===== config.mk =====
export PLATFORM = sky130hd
export DESIGN_NAME = accum_dump_scheduler
export DESIGN_NICKNAME = d
export VERILOG_FILES = /design/src/rtl/accum_dump_scheduler.sv
export SDC_FILE = /design/constraint.sdc
export NUM_CORES = 1
export LEC_CHECK = 0
export BUFFER_PORTS_ARGS = -buffer_cell sky130_fd_sc_hd__buf_4
export CORE_AREA = 2 2 474 476
export DETAILED_ROUTE_END_ITERATION = 8
export DIE_AREA = 0 0 476 478
export HOLD_SLACK_MARGIN = 0.15
export PLACE_DENSITY_LB_ADDON = 0.1
export SETUP_SLACK_MARGIN = 0.05
export SLEW_MARGIN = 0
export SYNTH_ARGS = -nofsm -noshare
export SYNTH_HDL_FRONTEND = slang
export SYNTH_SLANG_ARGS = --single-unit

===== constraint.sdc =====
create_clock -name clk -period 6.75 [get_ports clk]
set_input_delay 0.3375 -clock clk [delete_from_list [all_inputs] [get_ports clk]]
set_output_delay 0.3375 -clock clk [all_outputs]
set_load 0.03 [all_outputs]

===== src/rtl/accum_dump_scheduler.sv =====
// Round-robin readout of per-channel accumulation dumps as a 6-word stream per channel.
// Latency: first word 3 cycles after a dump on an idle block; 6 words per readout; 2 bubbles between channels.
// Backpressure: words hold stable while out_valid && !out_ready; stalls are unbounded and never drop data.
module accum_dump_scheduler #(
    parameter int NUM_CHAN = 12,
    parameter int ACC_W    = 16,
    parameter int CH_W     = 5
) (
    input  logic                       clk,
    input  logic                       rst,
    input  logic [NUM_CHAN-1:0]        dump,
    input  logic [NUM_CHAN*6*ACC_W-1:0] accum,
    output logic [ACC_W-1:0]           out_data,
    output logic [CH_W-1:0]            out_chan,
    output logic [2:0]                 out_idx,
    output logic                       out_last,
    output logic                       out_valid,
    input  logic                       out_ready,
    output logic [NUM_CHAN-1:0]        pending,
    output logic [NUM_CHAN-1:0]        overrun,
    input  logic [NUM_CHAN-1:0]        overrun_clr,
    output logic                       busy
);

    typedef enum logic [1:0] {
        IDLE    = 2'd0,
        CAPTURE = 2'd1,
        SEND    = 2'd2
    } state_t;

    state_t                  state, state_nx;
    logic [CH_W-1:0]         ptr;
    logic [CH_W-1:0]         grant;
    logic [CH_W-1:0]         sel;
    logic                    sel_vld;
    logic [NUM_CHAN-1:0]     pending_q;
    logic [NUM_CHAN-1:0]     overrun_q;
    logic [NUM_CHAN-1:0]     cap_hit;
    logic [2:0]              idx_q;
    logic [6*ACC_W-1:0]      hold;
    logic                    capture;
    logic                    xfer;
    logic                    last_word;

    assign pending = pending_q;
    assign overrun = overrun_q;
    assign capture = (state == CAPTURE);

    // Round-robin search: first pending channel at or above the pointer, wrapping.
    always_comb begin
        int j;
        j       = 0;
        sel     = '0;
        sel_vld = 1'b0;
        for (int i = 0; i < NUM_CHAN; i++) begin
            j = int'(ptr) + i;
            if (j >= NUM_CHAN) begin
                j = j - NUM_CHAN;
            end
            if (!sel_vld && pending_q[j]) begin
                sel_vld = 1'b1;
                sel     = CH_W'(j);
            end
        end
    end

    // One-hot of the channel whose data is being snapshotted this cycle.
    always_comb begin
        cap_hit = '0;
        for (int c = 0; c < NUM_CHAN; c++) begin
            cap_hit[c] = capture && (int'(grant) == c);
        end
    end

    // Next state and stream outputs; data/chan are forced to zero outside SEND.
    always_comb begin
        state_nx  = state;
        out_valid = 1'b0;
        out_data  = '0;
        out_chan  = '0;
        out_idx   = idx_q;
        out_last  = 1'b0;
        busy      = (state != IDLE);
        last_word = (idx_q == 3'd5);
        xfer      = 1'b0;
        case (state)
            IDLE: begin
                if (sel_vld) begin
                    state_nx = CAPTURE;
                end
            end
            CAPTURE: begin
                state_nx = SEND;
            end
            SEND: begin
                out_valid = 1'b1;
                out_data  = hold[int'(idx_q)*ACC_W +: ACC_W];
                out_chan  = grant;
                out_last  = last_word;
                xfer      = out_ready;
                if (out_ready && last_word) begin
                    state_nx = IDLE;
                end
            end
            default: begin
                state_nx = IDLE;
            end
        endcase
    end

    // State register.
    always_ff @(posedge clk) begin
        if (rst) begin
            state <= IDLE;
        end else begin
            state <= state_nx;
        end
    end

    // Grant, snapshot, pointer and word index bookkeeping.
    always_ff @(posedge clk) begin
        if (rst) begin
            grant <= '0;
            ptr   <= '0;
            idx_q <= '0;
            hold  <= '0;
        end else begin
            if (state == IDLE && sel_vld) begin
                grant <= sel;
            end
            if (capture) begin
                hold  <= accum[int'(grant)*6*ACC_W +: 6*ACC_W];
                ptr   <= (grant == CH_W'(NUM_CHAN-1)) ? '0 : grant + 1'b1;
                idx_q <= '0;
            end else if (xfer) begin
                idx_q <= last_word ? 3'd0 : idx_q + 3'd1;
            end
        end
    end

    // Request and overrun flags. A dump landing on its own capture cycle is a fresh
    // request, not an overrun, because the older data is being taken that cycle.
    always_ff @(posedge clk) begin
        if (rst) begin
            pending_q <= '0;
            overrun_q <= '0;
        end else begin
            pending_q <= (pending_q & ~cap_hit) | dump;
            overrun_q <= (overrun_q & ~overrun_clr) | (dump & pending_q & ~cap_hit);
        end
    end

endmodule


==> metrics, run 1 <==
status finished, final reports clean; Post-CTS Setup Repair Bufs 0; antenna violations before repair 72; first-pass GRT wire length 224000 µm; clk_skew 0.0204 ns; final antenna-violating net count 0; Synth top area share 0.413; Vias/cell 3.46; WP buf/inv 2; Util after Layout 0.139; io pins 1230; post_cts resized 0; number of global-route vias before repair 21.9k; Critical Path End Type flip-flop; largest net degree at the start of global routing 101; Pins Over Slew Limit 0; Core Footprint 0.223 mm²; Filler cells 25.5k; Fmax 0.179 GHz; Leak 11.8 nW; CP Class reg2reg; DR vias 20.2k; Nets 4028; number of synthesized register bits 135; asr flop ratio synth 0; synth unique cells 78; fin area 0.0309 mm²; largest cells by area after synthesis mux4_2 41%, dfxtp_1 16%, mux2i_1 6.1%; fin crit share 0.826; Crit path required time 7.10 ns; H-tree Lvls 4; Top Family by Delay on Critical Path compound AO/OA/AOI/OAI gates; Num CTS Buffers 17; # setup viols final 0; drt pass-1 iters 5; die width 476 µm; clk_lat worst skew 0.51 ns; Post-synth EDFFs 0; type of the most critical hold path in2reg; fin cells 5841; Die Area 0.228 mm²; area of the multi-input gates 0.0137 mm²; DRC marker count from the first detailed-route iteration 1069; Synth Instances 1642; share of post-route cells with drive strength above 1 0.597; Max FO, Critical Path 19; Detail Placement HPWL 154000 µm; VDD IR max 0.195 mV; remaining global-route overflow 0; worst reg2reg setup slack 1.17 ns; crit-path cells inv_1, xnor2_1, inv_1, ha_1, a22oi_1, a211oi_1, o21ai_0, o211ai_1, or4_4, or4_4, o31ai_4, and2b_1, a2111oi_2; setup tns final 0 ns; row count 174; final WL 176000 µm; headroom to the max-slew limit 0.278; register area 0.00272 mm²; Power Density 243 mW/mm²; Slew @ Worst Pin 1.07 ns; Crit path largest cell delay 0.97 ns; most used flip-flop cell after synthesis dfxtp_1; die outline height 478 µm; dpl cell area 0.0301 mm²; RSZ-0062 raised after global routing no; P&R area growth vs syn 80.8%; clock sink count 135; GPL Wtd Cong 0.861; CTS Root Cell clkbuf_16; Max clock buf depth 2; TritonCTS clock tree built; Syn Nets 2852; register area share after synthesis 0.158; Max Cap Violations 0; synth warn 0; synthesized area 0.0171 mm²; Avg Cell Area, Syn 10.4 µm²; Initial Utilization 0.0767; CP Launch Type flip-flop; Routed wire per std cell 30.1 µm; # placed instances 5769; count of input and output buffers 1229; final number of hold-violating endpoints 0; Clock transition at path regs 0.07 ns; Period minus WS final 5.58 ns; Synth area leader mux4_2; worst hold margin 0.203 ns; DRC Markers 0; Worst path slowest cell dfxtp_1; Arr. time, crit path 5.93 ns; global-route usage over all layers 0.149
[metal layers]
metal | track usage | vias to the layer above | wire [µm]
met2 | 0.284 | 788 | 94800
met5 | 0 | - | 243
met3 | 0.0343 | 131 | 10900
li1 | - | 9015 | -
met1 | 0.168 | 10213 | 67500
met4 | 0.0238 | 38 | 2180
[worst reg2reg max path, stage by stage (launching register included)]
cell       delay [ns]
dfxtp_1          0.97
inv_1            0.35
xnor2_1          0.69
inv_1            0.14
ha_1             0.24
a22oi_1          0.42
a211oi_1         0.13
o21ai_0          0.34
o211ai_1         0.20
or4_4            0.62
or4_4            0.60
o31ai_4          0.48
and2b_1          0.20
a2111oi_2        0.05
[sequential cells by signal, summed over array words and instances (netlist names)]
name,flops
hold,96
overrun,12
pending,12
grant,5
ptr,5
out_idx,3
state,2
[path summary, 6_finish.rpt]
check,end,from,cells past startpoint
setup / recovery,grant[2]$_SDFFE_PP0P_,ptr[3]$_SDFFE_PP0P_,13
hold / removal,overrun[8]$_SDFF_PP0_,overrun_clr[8],4
setup reg to reg,grant[2]$_SDFFE_PP0P_,ptr[3]$_SDFFE_PP0P_,13
hold reg to reg,hold[45]$_SDFFE_PP0P_,hold[45]$_SDFFE_PP0P_,1
[cell usage after synthesis, types with 4 or more instances]
library cell and number:
a211oi_1 10, a21boi_0 17, a21o_1 12, a21oi_1 48
a22o_1 29, a22oi_1 86, a2bb2oi_1 4, a311oi_1 4
a31oi_1 8, and2_1 8, and3_1 7, buf_1 46
buf_2 8, clkbuf_1 103, dfxtp_1 135, ha_1 31
inv_1 24, mux2_2 19, mux2i_1 105, mux4_2 314
nand2_1 127, nand2b_1 7, nand3_1 18, nand3b_1 4
nor2_1 168, nor2b_1 24, nor3_1 16, nor4_1 4
o211ai_1 16, o21a_1 5, o21ai_0 115, o21ai_1 4
o221ai_1 6, o22ai_1 9, or2_2 4, or3_1 6
xnor2_1 13, xor2_1 6
[timing repair]
item / CTS / global route
hold buffers: 22 / 0
endpoints found under the setup margin: 0 / 0
hold endpoints to repair: 24 / 0
[metrics by stage]
step | setup slack [ns] | power (mW)
6_report | 1.17 | 7.52
5_1_grt | 0.794 | 8.11
4_1_cts | 1.24 | 7.86
3_5_place_dp | 1.25 | 6.74
3_3_place_gp | 1.31 | 6.76
2_1_floorplan | 1.89 | 4.05
[cell type report]
| type | count | share of cell area |
|---|---|---|
| inverters | 25 | 0.00303 |
| clock inverters | 15 | 0.00550 |
| diodes | 18 | 0.00146 |
| clock buffers | 17 | 0.0138 |
| well taps | 2992 | 0.121 |
| multi-input cells | 1320 | 0.443 |
| repair buffers | 1319 | 0.324 |
| flip-flops and latches | 135 | 0.0880 |
[cells by family (layout without fill, tap and decap cells)]
kind of cell             Yosys count  in the layout  share of synthesized area
multiplexers                     441            441                      0.492
AND/OR/NAND/NOR                  416            416                      0.110
AO/OA/AOI/OAI                    411            411                      0.163
buffers and inverters            187           1376                     0.0434
flip-flops                       135            135                      0.158
adder cells (fa/ha/maj)           31             31                     0.0227
XOR/XNOR                          21             21                     0.0116
other                              0             18                          0
[power by group]
part	switching, mW	internal [mW]	total (mW)
clock network	0.527	0.529	1.06
registers	0.250	0.949	1.20
logic	2.94	2.32	5.26
[cells in the final DEF (no fill, tap or decap), types with 15 or more instances in the layout]
cell type / instances
inv_1: 24
nand3_1: 18
mux4_2: 314
a22oi_1: 86
ha_1: 31
a21oi_1: 48
a22o_1: 29
buf_4: 1291
nor2b_1: 23
mux2i_1: 105
nand2_1: 127
dlygate4sd3_1: 22
nor3_1: 15
clkbuf_16: 17
diode_2: 18
mux2_2: 19
dfxtp_1: 130
a21boi_0: 17
nor2_1: 165
o211ai_1: 16
o21ai_0: 114
No activity file was read; power rests on OpenSTA's default activity.
==> run 2: changes to the inputs <==
--- a/config.mk
+++ b/config.mk
@@ -5,10 +5,11 @@
 export SDC_FILE = /design/constraint.sdc
 export NUM_CORES = 1
 export LEC_CHECK = 0
+export ABC_AREA = 1
 export BUFFER_PORTS_ARGS = -buffer_cell sky130_fd_sc_hd__buf_4
-export CORE_AREA = 2 2 474 476
+export CORE_AREA = 2 2 480 482
 export DETAILED_ROUTE_END_ITERATION = 8
-export DIE_AREA = 0 0 476 478
+export DIE_AREA = 0 0 482 484
 export HOLD_SLACK_MARGIN = 0.15
 export PLACE_DENSITY_LB_ADDON = 0.1
 export SETUP_SLACK_MARGIN = 0.05
==> constraint.sdc (replaced) <==
create_clock -name clk -period 5.25 [get_ports clk]
set_input_delay 0.2625 -clock clk [delete_from_list [all_inputs] [get_ports clk]]
set_output_delay 0.2625 -clock clk [all_outputs]
set_load 0.03 [all_outputs]
==> run 2 against run 1 <==
  * Die area grew 2.5%
  * Non-clock buffer count is the same
  * Critical endpoint is now grant[3]$_SDFFE_PP0P_
  * Largest cell class unchanged
  * Largest power group unchanged
  * Critical path depth increased by 12
  * Sequential cell count stayed put
  * Worst hold slack gained 0.0021 ns
  * Synthesized cell count up 100%
  * Clock skew is 0.00081 ns lower
  * Synthesized area grew 2.8%
  * Maximum frequency grew 35%
==> metrics, run 2 <==
status finished, final reports clean; commonest cells in the netlist 712 x nor2_1, 674 x nand2_1, 668 x o21ai_0; TritonCTS clock tree built; GPL Wtd Cong 0.845; Power Density 397 mW/mm²; Clock transition at path regs 0.08 ns; io pins 1230; fin crit share 0.788; count of input and output buffers 1229; Initial Utilization 0.0769; Period minus WS final 4.14 ns; Max clock buf depth 2; global-route usage over all layers 0.154; Die Area 0.233 mm²; leading cell type by number of instances after synthesis nor2_1; number of synthesized register bits 135; final number of hold-violating endpoints 0; Num CTS Buffers 17; Routed wire per std cell 25.3 µm; Detail Placement HPWL 158000 µm; Core Footprint 0.229 mm²; remaining global-route overflow 0; synth warn 0; Leak 13.2 nW; setup tns final 0 ns; H-tree Lvls 4; total power 12.4 mW; Seq pwr share 0.122; clock power share 0.105; P_sw 7.63 mW; leading cell types in the layout, fill and taps excluded 1278 x buf_4, 708 x nor2_1, 673 x nand2_1; asr flop ratio synth 0; Max Cap Violations 0; RSZ-0062 raised after global routing no; share of post-route cells with drive strength above 1 0.309; Pins Over Slew Limit 0; Synth top area share 0.190; Top reg by flops hold; largest cells by area after synthesis o21ai_0 19%, dfxtp_1 15%, nor2_1 15%; CP Launch Type flip-flop; Arr. time, crit path 4.49 ns; Vias/cell 3.75; Synth area leader o21ai_0; synthesized area 0.0176 mm²; most used flip-flop cell after synthesis dfxtp_1; CTS Root Cell clkbuf_16; combinational power share 0.773; type of the most critical hold path in2reg; max FFs per register 96; largest net degree at the start of global routing 142; final antenna-violating net count 0; Slew @ Worst Pin 1.06 ns; Syn Nets 4567; clk_skew 0.0196 ns; Avg Cell Area, Syn 5.24 µm²; register area share after synthesis 0.154; Fmax 0.242 GHz; die outline height 484 µm; first-pass GRT wire length 251000 µm; antenna violations before repair 58; headroom to the max-slew limit 0.289; commonest non-fill, non-tap cell in the layout buf_4; DRC marker count from the first detailed-route iteration 1544; Nets 5622; row count 176; synth unique cells 47; Post-CTS Setup Repair Bufs 0; Power Internal 4.74 mW; CP Class reg2reg; P&R area growth vs syn 77.1%; drt pass-1 iters 5; Synth Instances 3357; Max FO, Critical Path 11; sw frac 0.617; DRC Markers 0; Critical Path End Type flip-flop; Post-synth EDFFs 0; die width 482 µm; VDD IR max 0.298 mV; Crit path required time 5.60 ns; clk_lat worst skew 0.50 ns; DR vias 28.0k; number of global-route vias before repair 29.6k; final WL 189000 µm; clock sink count 135; # setup viols final 0
## run 2: final cells by class
cell class	count	area, µm²
Timing Repair Buffer	1319	10200
Clock buffer	20	447
Clock inverter	12	141
Sequential cell	135	2710
Antenna cell	28	70.1
Inverter	137	534
Multi-Input combinational cell	2802	13300
Tap cell	3026	3790
Fill cell	27236	197000
## run 2: stage by stage
stage | utilization | instance area (µm²) | setup WS (ns) | hold slack (ns) | instances
5_1_grt | 0.136 | 31100 | 0.686 | 0.181 | 7471
3_3_place_gp | 0.132 | 30200 | 1.18 | 0.452 | 7393
3_5_place_dp | 0.132 | 30200 | 1.13 | 0.454 | 7393
6_report | 0.136 | 31100 | 1.11 | 0.205 | 7479
2_1_floorplan | - | 17600 | 1.81 | 0.380 | 3357
4_1_cts | 0.136 | 31100 | 1.10 | 0.150 | 7451
## run 2: final timing paths
path / start / end / slack, ns / cells after the start
hold / removal: rst / pending[5]$_SDFF_PP0_ / 0.20 / 2
hold reg to reg: hold[88]$_SDFFE_PP0P_ / hold[88]$_SDFFE_PP0P_ / 0.46 / 2
setup reg to reg: ptr[2]$_SDFFE_PP0P_ / grant[3]$_SDFFE_PP0P_ / 1.11 / 25
setup / recovery: ptr[2]$_SDFFE_PP0P_ / grant[3]$_SDFFE_PP0P_ / 1.11 / 25
## run 2: worst max-delay path, stage by stage, from the launching register on
cell and delay [ns]:
dfxtp_1 0.77, ha_1 0.37, inv_1 0.15, nand2_1 0.10
nand2_1 0.06, nand2_1 0.15, inv_1 0.10, ha_1 0.21
nand2_1 0.09, inv_1 0.05, nor2_1 0.18, nand3_1 0.16
nand2_1 0.11, nand2_1 0.10, nand3_1 0.12, nand2_1 0.07
nand2_1 0.10, nand3_2 0.14, nor2_4 0.14, nand4_2 0.12
nor2_4 0.22, nand3_2 0.10, nand2_2 0.20, nor2_1 0.07
nand2_1 0.07, a21oi_1 0.06
## run 2: repair_timing
item	in CTS	in global routing
hold buffers	26	0
endpoints found under the hold margin	24	0
resized for setup	0	0
## run 2: cell families after synthesis
kind of cell | synth area share
compound gates | 0.348
xor+xnor | 0.0141
fa+ha+maj | 0.0221
buf+inv | 0.0932
flops | 0.154
simple gates | 0.369
## run 2: metal layers
layer | wire, µm | part of all wire | GRT usage
met4 | 2910 | 0.015 | 0.0383
met3 | 13200 | 0.070 | 0.0435
met5 | 200 | 0.0011 | 0
met1 | 78800 | 0.42 | 0.184
met2 | 93900 | 0.50 | 0.269
## run 2: power groups by stage
| stage | Sequential [mW] | Clock, mW | Combinational [mW] |
|---|---|---|---|
| after floorplan | 1.39 | 0 | 4.98 |
| after global placement | 1.55 | 0 | 10.0 |
| after detailed placement | 1.55 | 0 | 10.0 |
| after CTS | 1.52 | 1.38 | 10.0 |
| after global routing | 1.55 | 1.41 | 10.6 |
| final | 1.51 | 1.30 | 9.56 |
